$ cat config.mk
export PLATFORM = sky130hd
export DESIGN_NAME = wb_commit_flat
export DESIGN_NICKNAME = d
export VERILOG_FILES = /design/src/rtl/wb_commit_if.sv /design/src/rtl/wb_commit.sv /design/src/flat_wrapper.sv
export SDC_FILE = /design/constraint.sdc
export NUM_CORES = 1
export LEC_CHECK = 0
export ABC_AREA = 1
export BUFFER_PORTS_ARGS = -buffer_cell sky130_fd_sc_hd__buf_2
export CAP_MARGIN = 20
export CORE_MARGIN = 8
export CORE_UTILIZATION = 46
export CTS_CLUSTER_SIZE = 28
export DETAILED_ROUTE_END_ITERATION = 16
export GPL_TIMING_DRIVEN = 0
export PLACE_DENSITY = 0.77
export SYNTH_ARGS = -nofsm -noshare
export SYNTH_HDL_FRONTEND = slang
export SYNTH_SLANG_ARGS = --single-unit
$ cat constraint.sdc
create_clock -name clk -period 1.5 [get_ports clk]
set_clock_uncertainty 0.05 [all_clocks]
set_input_delay 0.3 -clock clk [delete_from_list [all_inputs] [get_ports clk]]
set_output_delay 0.3 -clock clk [all_outputs]
set_load 0.01 [all_outputs]
$ cat src/rtl/wb_commit_if.sv
// Producer-side handshake and register-file write port of the write-back stage.
// The slave modport is the commit stage; the master modport is the surrounding core.
interface wb_commit_if #(
    parameter int DATA_W = 32,
    parameter int ADDR_W = 5
);
    logic              alu_valid;
    logic [ADDR_W-1:0] alu_rd;
    logic [DATA_W-1:0] alu_data;
    logic              alu_ready;
    logic              lsu_valid;
    logic [ADDR_W-1:0] lsu_rd;
    logic [DATA_W-1:0] lsu_data;
    logic              lsu_ready;
    logic              wb_en;
    logic [ADDR_W-1:0] rd_index;
    logic [DATA_W-1:0] wb_data;

    modport master (
        output alu_valid, alu_rd, alu_data,
        output lsu_valid, lsu_rd, lsu_data,
        input  alu_ready, lsu_ready,
        input  wb_en, rd_index, wb_data
    );

    modport slave (
        input  alu_valid, alu_rd, alu_data,
        input  lsu_valid, lsu_rd, lsu_data,
        output alu_ready, lsu_ready,
        output wb_en, rd_index, wb_data
    );
endinterface

$ cat src/rtl/wb_commit.sv
// Write-back commit: ALU/LSU arbitration onto one registered RF write port plus
// pending-destination scoreboard. Define WB_BYPASS_EN to add commit-cycle forwarding.
module wb_commit #(
    parameter int DATA_W     = 32,
    parameter int ADDR_W     = 5,
    parameter int STARVE_MAX = 4
) (
    input  logic              clk,
    input  logic              rst_n,
    wb_commit_if.slave        bus,
    input  logic              issue_en,
    input  logic [ADDR_W-1:0] issue_rd,
    input  logic [ADDR_W-1:0] rs1_index,
    input  logic [ADDR_W-1:0] rs2_index,
    output logic              rs1_busy,
    output logic              rs2_busy,
    output logic              issue_rd_busy
`ifdef WB_BYPASS_EN
    ,
    output logic              rs1_fwd_valid,
    output logic              rs2_fwd_valid,
    output logic [DATA_W-1:0] rs1_fwd_data,
    output logic [DATA_W-1:0] rs2_fwd_data
`endif
);

    localparam int NREG  = 1 << ADDR_W;
    localparam int CNT_W = $clog2(STARVE_MAX + 1);
    localparam logic [CNT_W-1:0] CNT_MAX = CNT_W'(STARVE_MAX);

    logic [CNT_W-1:0]  starve_cnt;
    logic [CNT_W-1:0]  starve_nxt;
    logic [NREG-1:0]   pend;
    logic [NREG-1:0]   pend_nxt;
    logic              alu_prio;
    logic              alu_acc;
    logic              lsu_acc;
    logic              acc;
    logic [ADDR_W-1:0] sel_rd;
    logic [DATA_W-1:0] sel_data;
    logic              wb_en_q;
    logic [ADDR_W-1:0] rd_q;
    logic [DATA_W-1:0] data_q;

    assign bus.wb_en    = wb_en_q;
    assign bus.rd_index = rd_q;
    assign bus.wb_data  = data_q;

    // LSU wins by default; a starved ALU takes the port for one cycle.
    always_comb begin
        alu_prio      = bus.alu_valid && (starve_cnt == CNT_MAX);
        bus.lsu_ready = !alu_prio;
        bus.alu_ready = alu_prio || !bus.lsu_valid;
        alu_acc       = bus.alu_valid && bus.alu_ready;
        lsu_acc       = bus.lsu_valid && bus.lsu_ready;
        acc           = alu_acc || lsu_acc;
        sel_rd        = lsu_acc ? bus.lsu_rd : bus.alu_rd;
        sel_data      = lsu_acc ? bus.lsu_data : bus.alu_data;
    end

    always_comb begin
        starve_nxt = starve_cnt;
        if (!bus.alu_valid || alu_acc) begin
            starve_nxt = '0;
        end else if (starve_cnt != CNT_MAX) begin
            starve_nxt = starve_cnt + 1'b1;
        end
    end

    // Issue is applied after the commit clear so a same-edge set survives.
    always_comb begin
        pend_nxt = pend;
        if (wb_en_q) begin
            pend_nxt[rd_q] = 1'b0;
        end
        if (issue_en && (issue_rd != '0)) begin
            pend_nxt[issue_rd] = 1'b1;
        end
        pend_nxt[0] = 1'b0;
    end

    always_ff @(posedge clk or negedge rst_n) begin
        if (!rst_n) begin
            starve_cnt <= '0;
            pend       <= '0;
            wb_en_q    <= 1'b0;
            rd_q       <= '0;
            data_q     <= '0;
        end else begin
            starve_cnt <= starve_nxt;
            pend       <= pend_nxt;
            wb_en_q    <= acc && (sel_rd != '0);
            if (acc) begin
                rd_q   <= sel_rd;
                data_q <= sel_data;
            end
        end
    end

`ifdef WB_BYPASS_EN
    always_comb begin
        rs1_fwd_valid = wb_en_q && (rd_q == rs1_index) && (rs1_index != '0);
        rs2_fwd_valid = wb_en_q && (rd_q == rs2_index) && (rs2_index != '0);
        rs1_fwd_data  = data_q;
        rs2_fwd_data  = data_q;
        rs1_busy      = pend[rs1_index] && !rs1_fwd_valid;
        rs2_busy      = pend[rs2_index] && !rs2_fwd_valid;
        issue_rd_busy = pend[issue_rd];
    end
`else
    always_comb begin
        rs1_busy      = pend[rs1_index];
        rs2_busy      = pend[rs2_index];
        issue_rd_busy = pend[issue_rd];
    end
`endif

endmodule

$ cat src/flat_wrapper.sv
// flat-port wrapper written by rule: the top's interface ports become plain ports
module wb_commit_flat 
#(
    parameter int DATA_W     = 32,
    parameter int ADDR_W     = 5,
    parameter int STARVE_MAX = 4
)
  (clk, rst_n, issue_en, issue_rd, rs1_index, rs2_index, rs1_busy, rs2_busy, issue_rd_busy, bus_alu_valid, bus_alu_rd, bus_alu_data, bus_lsu_valid, bus_lsu_rd, bus_lsu_data, bus_alu_ready, bus_lsu_ready, bus_wb_en, bus_rd_index, bus_wb_data);
  wb_commit_if #(.DATA_W(DATA_W), .ADDR_W(ADDR_W)) bus_i ();
  input  logic clk;
  input  logic rst_n;
  input  logic issue_en;
  input  logic [ADDR_W-1:0] issue_rd;
  input  logic [ADDR_W-1:0] rs1_index;
  input  logic [ADDR_W-1:0] rs2_index;
  output logic rs1_busy;
  output logic rs2_busy;
  output logic issue_rd_busy;
  input wire logic [$bits(bus_i.alu_valid)-1:0] bus_alu_valid;
  input wire logic [$bits(bus_i.alu_rd)-1:0] bus_alu_rd;
  input wire logic [$bits(bus_i.alu_data)-1:0] bus_alu_data;
  input wire logic [$bits(bus_i.lsu_valid)-1:0] bus_lsu_valid;
  input wire logic [$bits(bus_i.lsu_rd)-1:0] bus_lsu_rd;
  input wire logic [$bits(bus_i.lsu_data)-1:0] bus_lsu_data;
  output wire logic [$bits(bus_i.alu_ready)-1:0] bus_alu_ready;
  output wire logic [$bits(bus_i.lsu_ready)-1:0] bus_lsu_ready;
  output wire logic [$bits(bus_i.wb_en)-1:0] bus_wb_en;
  output wire logic [$bits(bus_i.rd_index)-1:0] bus_rd_index;
  output wire logic [$bits(bus_i.wb_data)-1:0] bus_wb_data;
  assign bus_i.alu_valid = bus_alu_valid;
  assign bus_i.alu_rd = bus_alu_rd;
  assign bus_i.alu_data = bus_alu_data;
  assign bus_i.lsu_valid = bus_lsu_valid;
  assign bus_i.lsu_rd = bus_lsu_rd;
  assign bus_i.lsu_data = bus_lsu_data;
  assign bus_alu_ready = bus_i.alu_ready;
  assign bus_lsu_ready = bus_i.lsu_ready;
  assign bus_wb_en = bus_i.wb_en;
  assign bus_rd_index = bus_i.rd_index;
  assign bus_wb_data = bus_i.wb_data;
  wb_commit #(.DATA_W(DATA_W), .ADDR_W(ADDR_W), .STARVE_MAX(STARVE_MAX)) u_core (.clk(clk), .rst_n(rst_n), .bus(bus_i), .issue_en(issue_en), .issue_rd(issue_rd), .rs1_index(rs1_index), .rs2_index(rs2_index), .rs1_busy(rs1_busy), .rs2_busy(rs2_busy), .issue_rd_busy(issue_rd_busy));
endmodule
==> key figures, run 1 <==
Logic synthesis
  – Post-Synthesis Cells: 577
  – Most common flop cell mapped by yosys: dfrtp_1
  – Post-synth net total: 673
  – Sequential share of the synthesized area: 0.441
  – Post-synth ARST share: 1.00
  – Number of synthesized flops with an enable pin: 0
  – Synth Warn #: 0
  – Synth unique cells: 22
  – Mapped Area: 4080 sq um
  – Synth Register Bits: 72
  – Post-Syn Area per Cell: 7.08 sq um

CTS
  – Root buf cell: clkbuf_8
  – Num CTS Buffers: 9
  – Clock-pin transition on the worst setup and hold timing paths: 0.08 ns
  – Clock Latency Late Sink: 0.35 ns
  – # H-tree levels: 3
  – CTS tree: yes
  – CTS Buffer Depth: 2
  – Clk sinks: 72

Critical path
  – Most used cell, CP: buf_6
  – Critical Path RT: 1.15 ns
  – Worst Setup SP: u_core.starve_cnt[0]
  – Crit. End Element: primary output
  – Worst-path fanout max: 2
  – Worst-path cell chain: inv_2 -> ha_4 -> nand3_4 -> nand2_8 -> buf_8 -> buf_6 -> buf_6
  – R2R cell count: 11
  – Worst Path Arrival: 1.44 ns
  – R2r startpoint: u_core.starve_cnt[0]
  – Slowest-stage cell, CP: dfrtp_1
  – CP max stage delay: 0.39 ns
  – CP Launch Type: flop
  – Crit path kind: reg2out

GRT
  – First-pass GRT wire length: 22300 um
  – Gr usage total: 0.230
  – Initial antenna violation count: 0
  – Global route overflow: 0
  – Vias in the first global route: 4812
  – Largest net degree at the start of global routing: 73

Detailed routing
  – WL final: 15500 um
  – WL met3: 1580 um
  – Via/cell ratio: 5.73
  – Routed Antenna Nets: 0
  – Vias: 4868
  – Top Layer Used: met4
  – 1st-iter DRT viols: 385
  – Drt pass-1 iters: 5
  – DRC: 0
  – Average wire per standard cell: 18.3 um
  – DR WL met2: 7510 um
  – M1 WL: 6020 um

Place
  – HPWL after DPL: 10700 um
  – GPL Wtd Cong: 0.953
  – DP Worst Slack: -0.412 ns
  – Cell total after placement: 816
  – # port buffers: 131

Timing
  – Fin. max-slew vios: 0
  – Minimum clock period: 1.79 ns
  – Worst Setup Slack, final: -0.289 ns
  – Hold Violations, Final: 0
  – Tcrit/Tclk final: 1.19
  – Normalized max-slew margin: 0.397
  – Fmax: 0.559 GHz
  – Setup-failing EPs final: 43
  – Worst-margin pin slew: 0.904 ns
  – RSZ-0062 raised after global routing: true

Power and ir drop
  – Pleak: 3.10 nW
  – Power consumption: 6.57 mW
  – Power Density: 1130 nW/um^2
  – VDD IR max: 0.529 mV

Layout
  – Nets: 832
  – Filler cells: 681
  – Footprint of the multi-input gates: 2430 sq um
  – Sequential cell area: 1800 sq um
  – Area grow syn2layout: 42.6%
  – Ant diodes: 0
  – Fin cells: 849
  – Commonest non-fill, non-tap cells in the layout: 170 x nand2_1, 130 x buf_2, 92 x nand3_1
  – Share of cells above drive strength 1: 0.383
  – Commonest non-fill, non-tap cell in the layout: nand2_1

Status
  – Violated checks: setup timing
  – Run status: complete, but fails checks

Die
  – Area of the core: 8680 sq um
  – Starting Density: 0.471
  – Row cnt: 34
  – Die ar.: 12100 sq um
  – I/O pin count: 137
  – DIE HEIGHT: 110 um
  – Die width: 110 um

Flow run
  – Max cap viols: 0

Hold path
  – Hold WC Path Type: in2async
-- power by group --
| part | internal (mW) | total [mW] | switching, mW | leakage [nW] |
|---|---|---|---|---|
| sequential | 2.39 | 2.96 | 0.570 | 0.849 |
| combinational | 0.765 | 1.84 | 1.07 | 2.13 |
| clock | 0.991 | 1.77 | 0.778 | 0.113 |
-- cell type report --
type | count | area share
Clock inverter | 6 | 0.0155
Timing Repair inverter | 1 | 0.00150
Timing Repair Buffer | 147 | 0.146
Inverter | 45 | 0.0325
Clock buffer | 10 | 0.0236
Multi-Input combinational cell | 437 | 0.418
Buffer | 23 | 0.0299
Tap cell | 108 | 0.0232
Sequential cell | 72 | 0.310
-- what timing repair did --
| action | in CTS | in global routing |
|---|---|---|
| buffers inserted | 5 | 7 |
| gates resized for setup | 17 | 141 |
| endpoints found under the setup margin | 43 | 43 |
| cloned | 2 | 3 |
| hold buffers | 0 | 0 |
| pin swaps | 13 | 15 |
-- cell usage after synthesis (5+ instances only) --
cell | n | area share
nand2_1 | 206 | 0.19
nand3_1 | 127 | 0.16
dfrtp_1 | 72 | 0.44
o21ai_0 | 71 | 0.087
inv_1 | 43 | 0.040
clkbuf_1 | 12 | 0.011
nor2_1 | 8 | 0.0074
nor3_1 | 8 | 0.0098
nand4_1 | 7 | 0.011
buf_2 | 5 | 0.0061
buf_6 | 5 | 0.014
-- per-stage QoR --
step	area, sq um	TNS [ns]	util	hold WS [ns]
6_report	5820	-9.29	0.671	0.0286
3_3_place_gp	4890	-26.51	0.563	0.401
3_5_place_dp	4890	-7.73	0.563	0.414
5_1_grt	5820	-11.17	0.671	0.0990
2_1_floorplan	4100	-0.0961	-	-0.0456
4_1_cts	5210	-9.46	0.600	0.0608
-- flip-flops by register name (all words and copies together), names as in the netlist --
| name | flops |
|---|---|
| u_core.bus.rd_index | 5 |
| u_core.bus.wb_data | 32 |
| u_core.bus.wb_en | 1 |
| u_core.pend | 31 |
| u_core.starve_cnt | 3 |
-- worst max-delay path: cells and delay by family (launching register included) --
kind	cells	cell delay (ns)
buffers and inverters	4	0.36
adder cells (fa/ha/maj)	1	0.14
AND/OR/NAND/NOR	2	0.19
flip-flops	1	0.39
-- final timing paths --
path,end,slack (ns)
setup / recovery,bus_alu_ready,-0.29
hold / removal,u_core.pend[23],0.03
setup reg to reg,u_core.bus.rd_index[2],-0.26
hold reg to reg,u_core.bus.wb_data[12],0.46
max in group asynchronous,u_core.pend[8],0.76
min in group clk,u_core.bus.wb_data[19],0.11
-- metal layers --
metal,vias to the layer above,global-route usage
met4,0,0.118
met5,-,0
li1,2233,-
met3,41,0.0541
met1,2263,0.279
met2,331,0.375
-- cells by family after synthesis --
group	Yosys count	synth area share
fa+ha+maj	2	0.00613
simple gates	361	0.385
compound gates	73	0.0901
flops	72	0.441
buf+inv	68	0.0754
xor+xnor	1	0.00214
(Power assumes the default switching activity.)
==> run 2: changes to the inputs <==
--- a/config.mk
+++ b/config.mk
@@ -13,7 +13,8 @@
 export CTS_CLUSTER_SIZE = 28
 export DETAILED_ROUTE_END_ITERATION = 16
 export GPL_TIMING_DRIVEN = 0
-export PLACE_DENSITY = 0.77
+export PLACE_DENSITY = 0.85
+export SLEW_MARGIN = 20
 export SYNTH_ARGS = -nofsm -noshare
 export SYNTH_HDL_FRONTEND = slang
 export SYNTH_SLANG_ARGS = --single-unit
==> run 2 against run 1 <==
The flow still finishes with violations (setup timing). Critical path type unchanged. Count of clock-buffer cells in the layout is 2 higher. Register-to-register slack lost 0.11 ns. First-iteration DRC count grew 49%. Maximum frequency fell by 5.4%. Critical path depth unchanged. Clock power fell by 14%. Setup slack worse by 0.10 ns. Final cell count increased by 0.24%.
==> key figures, run 2 (synthesized netlist as in run 1, its figures left out) <==
Timing
  – Normalized max-slew margin: 0.614 (+0.217)
  – Minimum clock period: 1.89 ns (+0.102 ns)
  – RSZ-0062 raised after global routing: true
  – Fmax: 0.529 GHz (-5.4%)
  – Hold Violations, Final: 0 (unchanged)
  – Fin. max-slew vios: 0 (unchanged)
  – Worst Setup Slack, final: -0.391 ns (-0.102 ns)
  – Tcrit/Tclk final: 1.26 (+0.0682)
  – Worst-margin pin slew: 0.579 ns (-0.325 ns)
  – Setup-failing EPs final: 45 (+4.7%)

Place
  – DP Worst Slack: -0.431 ns (-0.0187 ns)
  – GPL Wtd Cong: 1.01 (+5.5%)
  – HPWL after DPL: 11100 um (+4.0%)
  – # port buffers: 131 (unchanged)
  – Cell total after placement: 817 (+0.12%)

Layout
  – Max reg flops: 32 (unchanged)
  – Commonest non-fill, non-tap cell in the layout: nand2_1
  – Area grow syn2layout: 44.6%
  – Share of cells above drive strength 1: 0.381 (-0.00238)
  – Filler cells: 621 (-8.8%)
  – Fin cells: 851 (+0.24%)
  – Nets: 835 (+0.36%)
  – Ant diodes: 0 (unchanged)
  – Commonest non-fill, non-tap cells in the layout: 170 x nand2_1, 132 x buf_2, 90 x nand3_1

CTS
  – CTS Buffer Depth: 2 (unchanged)
  – Num CTS Buffers: 9 (unchanged)
  – Clock Latency Late Sink: 0.35 ns (about the same)
  – Clk sinks: 72 (unchanged)
  – Clock-pin transition on the worst setup and hold timing paths: 0.08 ns (about the same)
  – Root buf cell: clkbuf_8
  – CTS tree: yes
  – # H-tree levels: 3 (unchanged)

Die
  – Row cnt: 34 (unchanged)
  – Die ar.: 12100 sq um (unchanged)
  – Die width: 110 um (unchanged)
  – DIE HEIGHT: 110 um (unchanged)
  – Area of the core: 8680 sq um (unchanged)
  – I/O pin count: 137 (unchanged)
  – Starting Density: 0.471 (unchanged)

Status
  – Run status: complete, but fails checks
  – Violated checks: setup timing

Detailed routing
  – 1st-iter DRT viols: 573 (+49%)
  – Average wire per standard cell: 20.8 um (+14%)
  – DR WL met2: 8290 um (+10%)
  – Routed Antenna Nets: 0 (unchanged)
  – Top Layer Used: met4
  – M1 WL: 6460 um (+7.4%)
  – WL final: 17700 um (+14%)
  – WL met3: 2030 um (+29%)
  – Vias: 5148 (+5.8%)
  – Via/cell ratio: 6.05 (+5.5%)
  – DRC: 0 (unchanged)
  – Drt pass-1 iters: 5 (unchanged)

Critical path
  – R2R cell count: 11 (unchanged)
  – Worst-path fanout max: 2 (unchanged)
  – Crit. End Element: primary output
  – Critical Path RT: 1.15 ns (about the same)
  – Worst Setup SP: u_core.starve_cnt[1]
  – R2r startpoint: u_core.starve_cnt[1]
  – Flop-to-flop setup slack: -0.37 ns (-0.11 ns)
  – CP Launch Type: flop
  – Worst Path Arrival: 1.54 ns (+0.10 ns)
  – Reg2reg end: u_core.bus.rd_index[2]
  – Crit path kind: reg2out

GRT
  – Initial antenna violation count: 0 (unchanged)
  – Global route overflow: 0 (unchanged)
  – Largest net degree at the start of global routing: 48 (-34%)
  – Gr usage total: 0.245 (+0.0150)
  – First-pass GRT wire length: 23500 um (+5.4%)
  – Vias in the first global route: 4749 (-1.3%)

Hold path
  – Hold WC Path Type: in2reg
  – Hold wc startpoint: bus_lsu_data[16]
  – Hold path depth: 3
  – Hold endpoint: u_core.bus.wb_data[16]

Power and ir drop
  – VDD IR max: 0.763 mV (+44%)
  – Pleak: 3.20 nW (+3.3%)
  – Power Density: 1090 nW/um^2 (-3.5%)

Flow run
  – Max cap viols: 0 (unchanged)
==> run 2: through the flow <==
| stage | setup TNS [ns] | power [mW] | hold WS, ns | instance area (sq um) | util |
|---|---|---|---|---|---|
| detailed placement | -8.01 | 4.50 | 0.181 | 4920 | 0.567 |
| CTS | -9.87 | 6.03 | 0.107 | 5200 | 0.599 |
| global route | -16.66 | 6.75 | 0.132 | 5900 | 0.680 |
| floorplan | -0.0961 | 3.75 | -0.0456 | 4100 | - |
| global placement | -22.72 | 4.41 | 0.398 | 4890 | 0.563 |
| finish | -14.33 | 6.44 | 0.127 | 5900 | 0.680 |
==> run 2: worst max path at each step <==
| stage | to | slack, ns | cells after the start |
|---|---|---|---|
| 3_5_place_dp | rs1_busy | -0.43 | 10 |
| 2_1_floorplan | u_core.bus.rd_index[0] | -0.02 | 9 |
| 5_1_grt | bus_alu_ready | -0.43 | 7 |
| 4_1_cts | bus_alu_ready | -0.29 | 7 |
| 3_3_place_gp | rs1_busy | -0.40 | 10 |
| 6_report | bus_alu_ready | -0.39 | 7 |
==> run 2: per-layer routing <==
metal / global-route usage / up-vias
li1: - / 2238
met1: 0.297 / 2402
met2: 0.396 / 425
met3: 0.0622 / 83
met4: 0.127 / 0
met5: 0 / -
==> run 2: power by group <==
part	internal (mW)	switching [mW]
sequential	2.39	0.592
combinational	0.788	1.15
clock	0.804	0.714
total	3.98	2.45
==> run 2: final cells by class <==
cell class	instances	area, sq um	share of cell area
repair inverters	1	8.76	0.00148
multi-input cells	437	2470	0.419
flip-flops and latches	72	1800	0.305
clock inverters	3	42.5	0.00720
inverters	45	189	0.0320
clock buffers	12	145	0.0246
well taps	108	135	0.0229
plain buffers	22	184	0.0312
repair buffers	151	925	0.157
==> run 2: critical path: stages, from the launching register on <==
cell	delay [ns]
dfrtp_1	0.38
inv_1	0.07
ha_2	0.20
nand3_4	0.13
nand2_8	0.12
buf_8	0.10
buf_6	0.09
buf_6	0.09
==> run 2: timing repair <==
item | CTS | global route
gates resized for setup | 20 | 146
pin swaps | 17 | 16
hold buffers | 1 | 0
endpoints found under the setup margin | 43 | 43
hold endpoints to repair | 25 | 0
gates cloned | 0 | 5
buffers inserted | 5 | 9
==> run 3: changes to the inputs <==
--- a/config.mk
+++ b/config.mk
@@ -6,7 +6,7 @@
 export NUM_CORES = 1
 export LEC_CHECK = 0
 export ABC_AREA = 1
-export BUFFER_PORTS_ARGS = -buffer_cell sky130_fd_sc_hd__buf_2
+export BUFFER_PORTS_ARGS = -buffer_cell sky130_fd_sc_hd__clkbuf_2
 export CAP_MARGIN = 20
 export CORE_MARGIN = 8
 export CORE_UTILIZATION = 46
==> constraint.sdc (replaced) <==
create_clock -name clk -period 1.5 [get_ports clk]
set_clock_uncertainty 0.05 [all_clocks]
set_input_delay 0.225 -clock clk [delete_from_list [all_inputs] [get_ports clk]]
set_output_delay 0.225 -clock clk [all_outputs]
set_load 0.01 [all_outputs]
==> run 3 against run 2 <==
The flow still finishes with violations (setup timing). Sequential cell count unchanged. Sequential share of layout area decreased by 0.33 points. Die area unchanged. Routed wire length increased by 13%. Setup slack got worse by 0.024 ns. Clock power increased by 53%. Final cell count increased by 0.35%. Total power increased by 13%. Combinational power about the same. Critical endpoint is now u_core.bus.wb_data[21]. Largest cell class unchanged. Largest power group unchanged. Highest routed layer unchanged.
==> key figures, run 3 (synthesized netlist as in run 1, its figures left out) <==
Critical path
  – Crit. End Element: flop
  – CP delay by family, top: simple AND/OR/NAND/NOR gates
  – Worst-path cell chain: inv_1 -> ha_2 -> nand3_4 -> nand2_8 -> buf_6 -> inv_6 -> or2_4 -> clkinv_8 -> buf_12 -> buf_12 -> nand2_4 -> nand3_2
  – CP Launch Type: flop
  – Worst Path Arrival: 2.16 ns (+0.62 ns)
  – Most used cell, CP: buf_12
  – Slowest-stage cell, CP: dfrtp_1
  – Crit path kind: reg2reg
  – Worst Setup SP: u_core.starve_cnt[0]
  – CP max stage delay: 0.39 ns (about the same)
  – Critical path buffers and inverters: 6 (+2)
  – R2r startpoint: u_core.starve_cnt[0]
  – Worst-path fanout max: 5 (+3)
  – Critical Path RT: 1.74 ns (+0.59 ns)

GRT
  – Vias in the first global route: 5228 (+10%)
  – First-pass GRT wire length: 27000 um (+15%)
  – Initial antenna violation count: 0 (unchanged)
  – Gr usage total: 0.287 (+0.0415)
  – Global route overflow: 0 (unchanged)
  – Largest net degree at the start of global routing: 45 (-6.3%)

Layout
  – Area grow syn2layout: 46.5%
  – Commonest non-fill, non-tap cells in the layout: 165 x nand2_1, 133 x clkbuf_2, 90 x nand3_1
  – Share of cells above drive strength 1: 0.391 (+0.0105)
  – Ant diodes: 0 (unchanged)
  – Commonest non-fill, non-tap cell in the layout: nand2_1
  – Fin area: 5980 sq um (+1.3%)
  – Nets: 837 (+0.24%)
  – Max reg flops: 32 (unchanged)

Power and ir drop
  – NetSw: 2.58 mW (+5.0%)
  – Logic pwr share: 0.268 (-0.032)
  – Clock Power Share: 0.318 (+0.082)
  – VDD IR max: 0.943 mV (+24%)
  – Pleak: 3.19 nW (-0.23%)
  – Sw frac: 0.354 (-0.0269)
  – Cell internal pwr: 4.70 mW (+18%)
  – Power Density: 1220 nW/um^2 (+12%)
  – Flop pwr share: 0.413 (-0.051)

Die
  – Area of the core: 8680 sq um (unchanged)
  – Die ar.: 12100 sq um (unchanged)
  – Die width: 110 um (unchanged)
  – DIE HEIGHT: 110 um (unchanged)
  – Starting Density: 0.471 (unchanged)
  – Row cnt: 34 (unchanged)
  – I/O pin count: 137 (unchanged)

Timing
  – Tcrit/Tclk final: 1.28 (+0.0160)
  – RSZ-0062 raised after global routing: true
  – Minimum clock period: 1.92 ns (+0.0240 ns)
  – Normalized max-slew margin: 0.524 (-0.0900)
  – Setup TNS Final: -12.93 ns (+1.40 ns)
  – Worst-margin pin slew: 0.714 ns (+0.135 ns)
  – Hold Violations, Final: 0 (unchanged)
  – Fmax: 0.522 GHz (-1.3%)
  – Fin. max-slew vios: 0 (unchanged)
  – Worst Setup Slack, final: -0.415 ns (-0.0240 ns)
  – Setup-failing EPs final: 47 (+4.4%)

CTS
  – CTS Buffer Depth: 2 (unchanged)
  – Num CTS Buffers: 9 (unchanged)
  – Clock Latency Late Sink: 0.36 ns (about the same)
  – Clock-pin transition on the worst setup and hold timing paths: 0.09 ns (about the same)
  – CTS tree: yes
  – Clk sinks: 72 (unchanged)
  – Root buf cell: clkbuf_8
  – # H-tree levels: 3 (unchanged)

Place
  – # port buffers: 131 (unchanged)
  – DP Worst Slack: -0.295 ns (+0.136 ns)
  – GPL Wtd Cong: 0.969 (-3.7%)
  – HPWL after DPL: 11000 um (-0.92%)
  – DP Area: 4900 sq um (-0.31%)

Detailed routing
  – Average wire per standard cell: 23.5 um (+13%)
  – Vias: 5416 (+5.2%)
  – DRC: 0 (unchanged)
  – 1st-iter DRT viols: 869 (+52%)
  – Drt pass-1 iters: 6 (+1)
  – Via/cell ratio: 6.34 (+4.8%)
  – WL final: 20100 um (+13%)
  – Routed Antenna Nets: 0 (unchanged)

Hold path
  – Hold WC Path Type: in2reg
  – Hold wc startpoint: bus_lsu_data[31]

Status
  – Run status: complete, but fails checks
  – Violated checks: setup timing

Flow run
  – Max cap viols: 0 (unchanged)
run 3: cell count changes in the layout (fill, tap and decap cells not counted), moves of 3 or more:
cell       change
bufinv_16      +4
buf_4          -6
clkbuf_2     +127
buf_2        -125
dfrtp_1        -3
inv_1          +4
nand2_1        -5
dfrtp_2        +3
nor2_2         +3
nand2_4       -11
nand2_2       +16
clkbuf_16      -3
inv_2          -4
buf_6          +3
run 3: metal layers:
| metal | vias to the layer above | wire [um] | GRT usage |
|---|---|---|---|
| li1 | 2239 | - | - |
| met1 | 2436 | 6710 | 0.335 |
| met2 | 598 | 9130 | 0.477 |
| met3 | 143 | 2840 | 0.0779 |
| met4 | 0 | 1430 | 0.144 |
| met5 | - | 0 | 0 |
run 3: area by class of cell:
type	instances	area [sq um]
Fill cell	573	2700
Multi-Input combinational cell	437	2430
Sequential cell	72	1810
Timing Repair Buffer	152	941
Inverter	45	186
Buffer	23	176
Clock buffer	11	151
Clock inverter	5	150
Tap cell	108	135
Timing Repair inverter	1	8.76
run 3: worst paths after layout:
check | endpoint | slack [ns] | depth (start not counted)
min in group asynchronous | u_core.bus.wb_data[30] | 0.38 | 2
setup reg to reg | u_core.bus.wb_data[21] | -0.42 | 12
hold / removal | u_core.bus.wb_data[31] | 0.04 | 3
setup / recovery | u_core.bus.wb_data[21] | -0.42 | 12
max in group asynchronous | u_core.pend[16] | 0.40 | 3
hold reg to reg | u_core.bus.wb_data[5] | 0.46 | 2
run 3: metrics by stage:
stage	hold WS, ns	utilization	total power, mW	instances
2_1_floorplan	-0.121	-	3.75	577
3_3_place_gp	0.393	0.562	4.39	816
3_5_place_dp	0.157	0.565	4.50	817
4_1_cts	0.0296	0.660	6.93	850
5_1_grt	0.0488	0.689	7.57	854
6_report	0.0377	0.689	7.27	854
run 3: power by group through the flow:
stage               Clock, mW  Combinational (mW)  Sequential, mW
floorplan                   0               0.971            2.78
global placement            0                1.49            2.91
detailed placement          0                1.57            2.93
CTS                      2.28                1.73            2.92
global route             2.37                2.15            3.05
finish                   2.32                1.95            3.01
run 3: what timing repair did:
item | CTS | global route
setup endpoints to repair | 43 | 47
pin swaps | 18 | 27
hold buffers | 1 | 0
endpoints found under the hold margin | 28 | 0
setup buffers | 13 | 2
resized for setup | 104 | 66
cloned | 3 | 2
run 3: worst min-delay path, delay by kind of cell:
kind	cells	cell delay (ns)
and+or+nand+nor	2	0.12
buffers and inverters	1	0.08
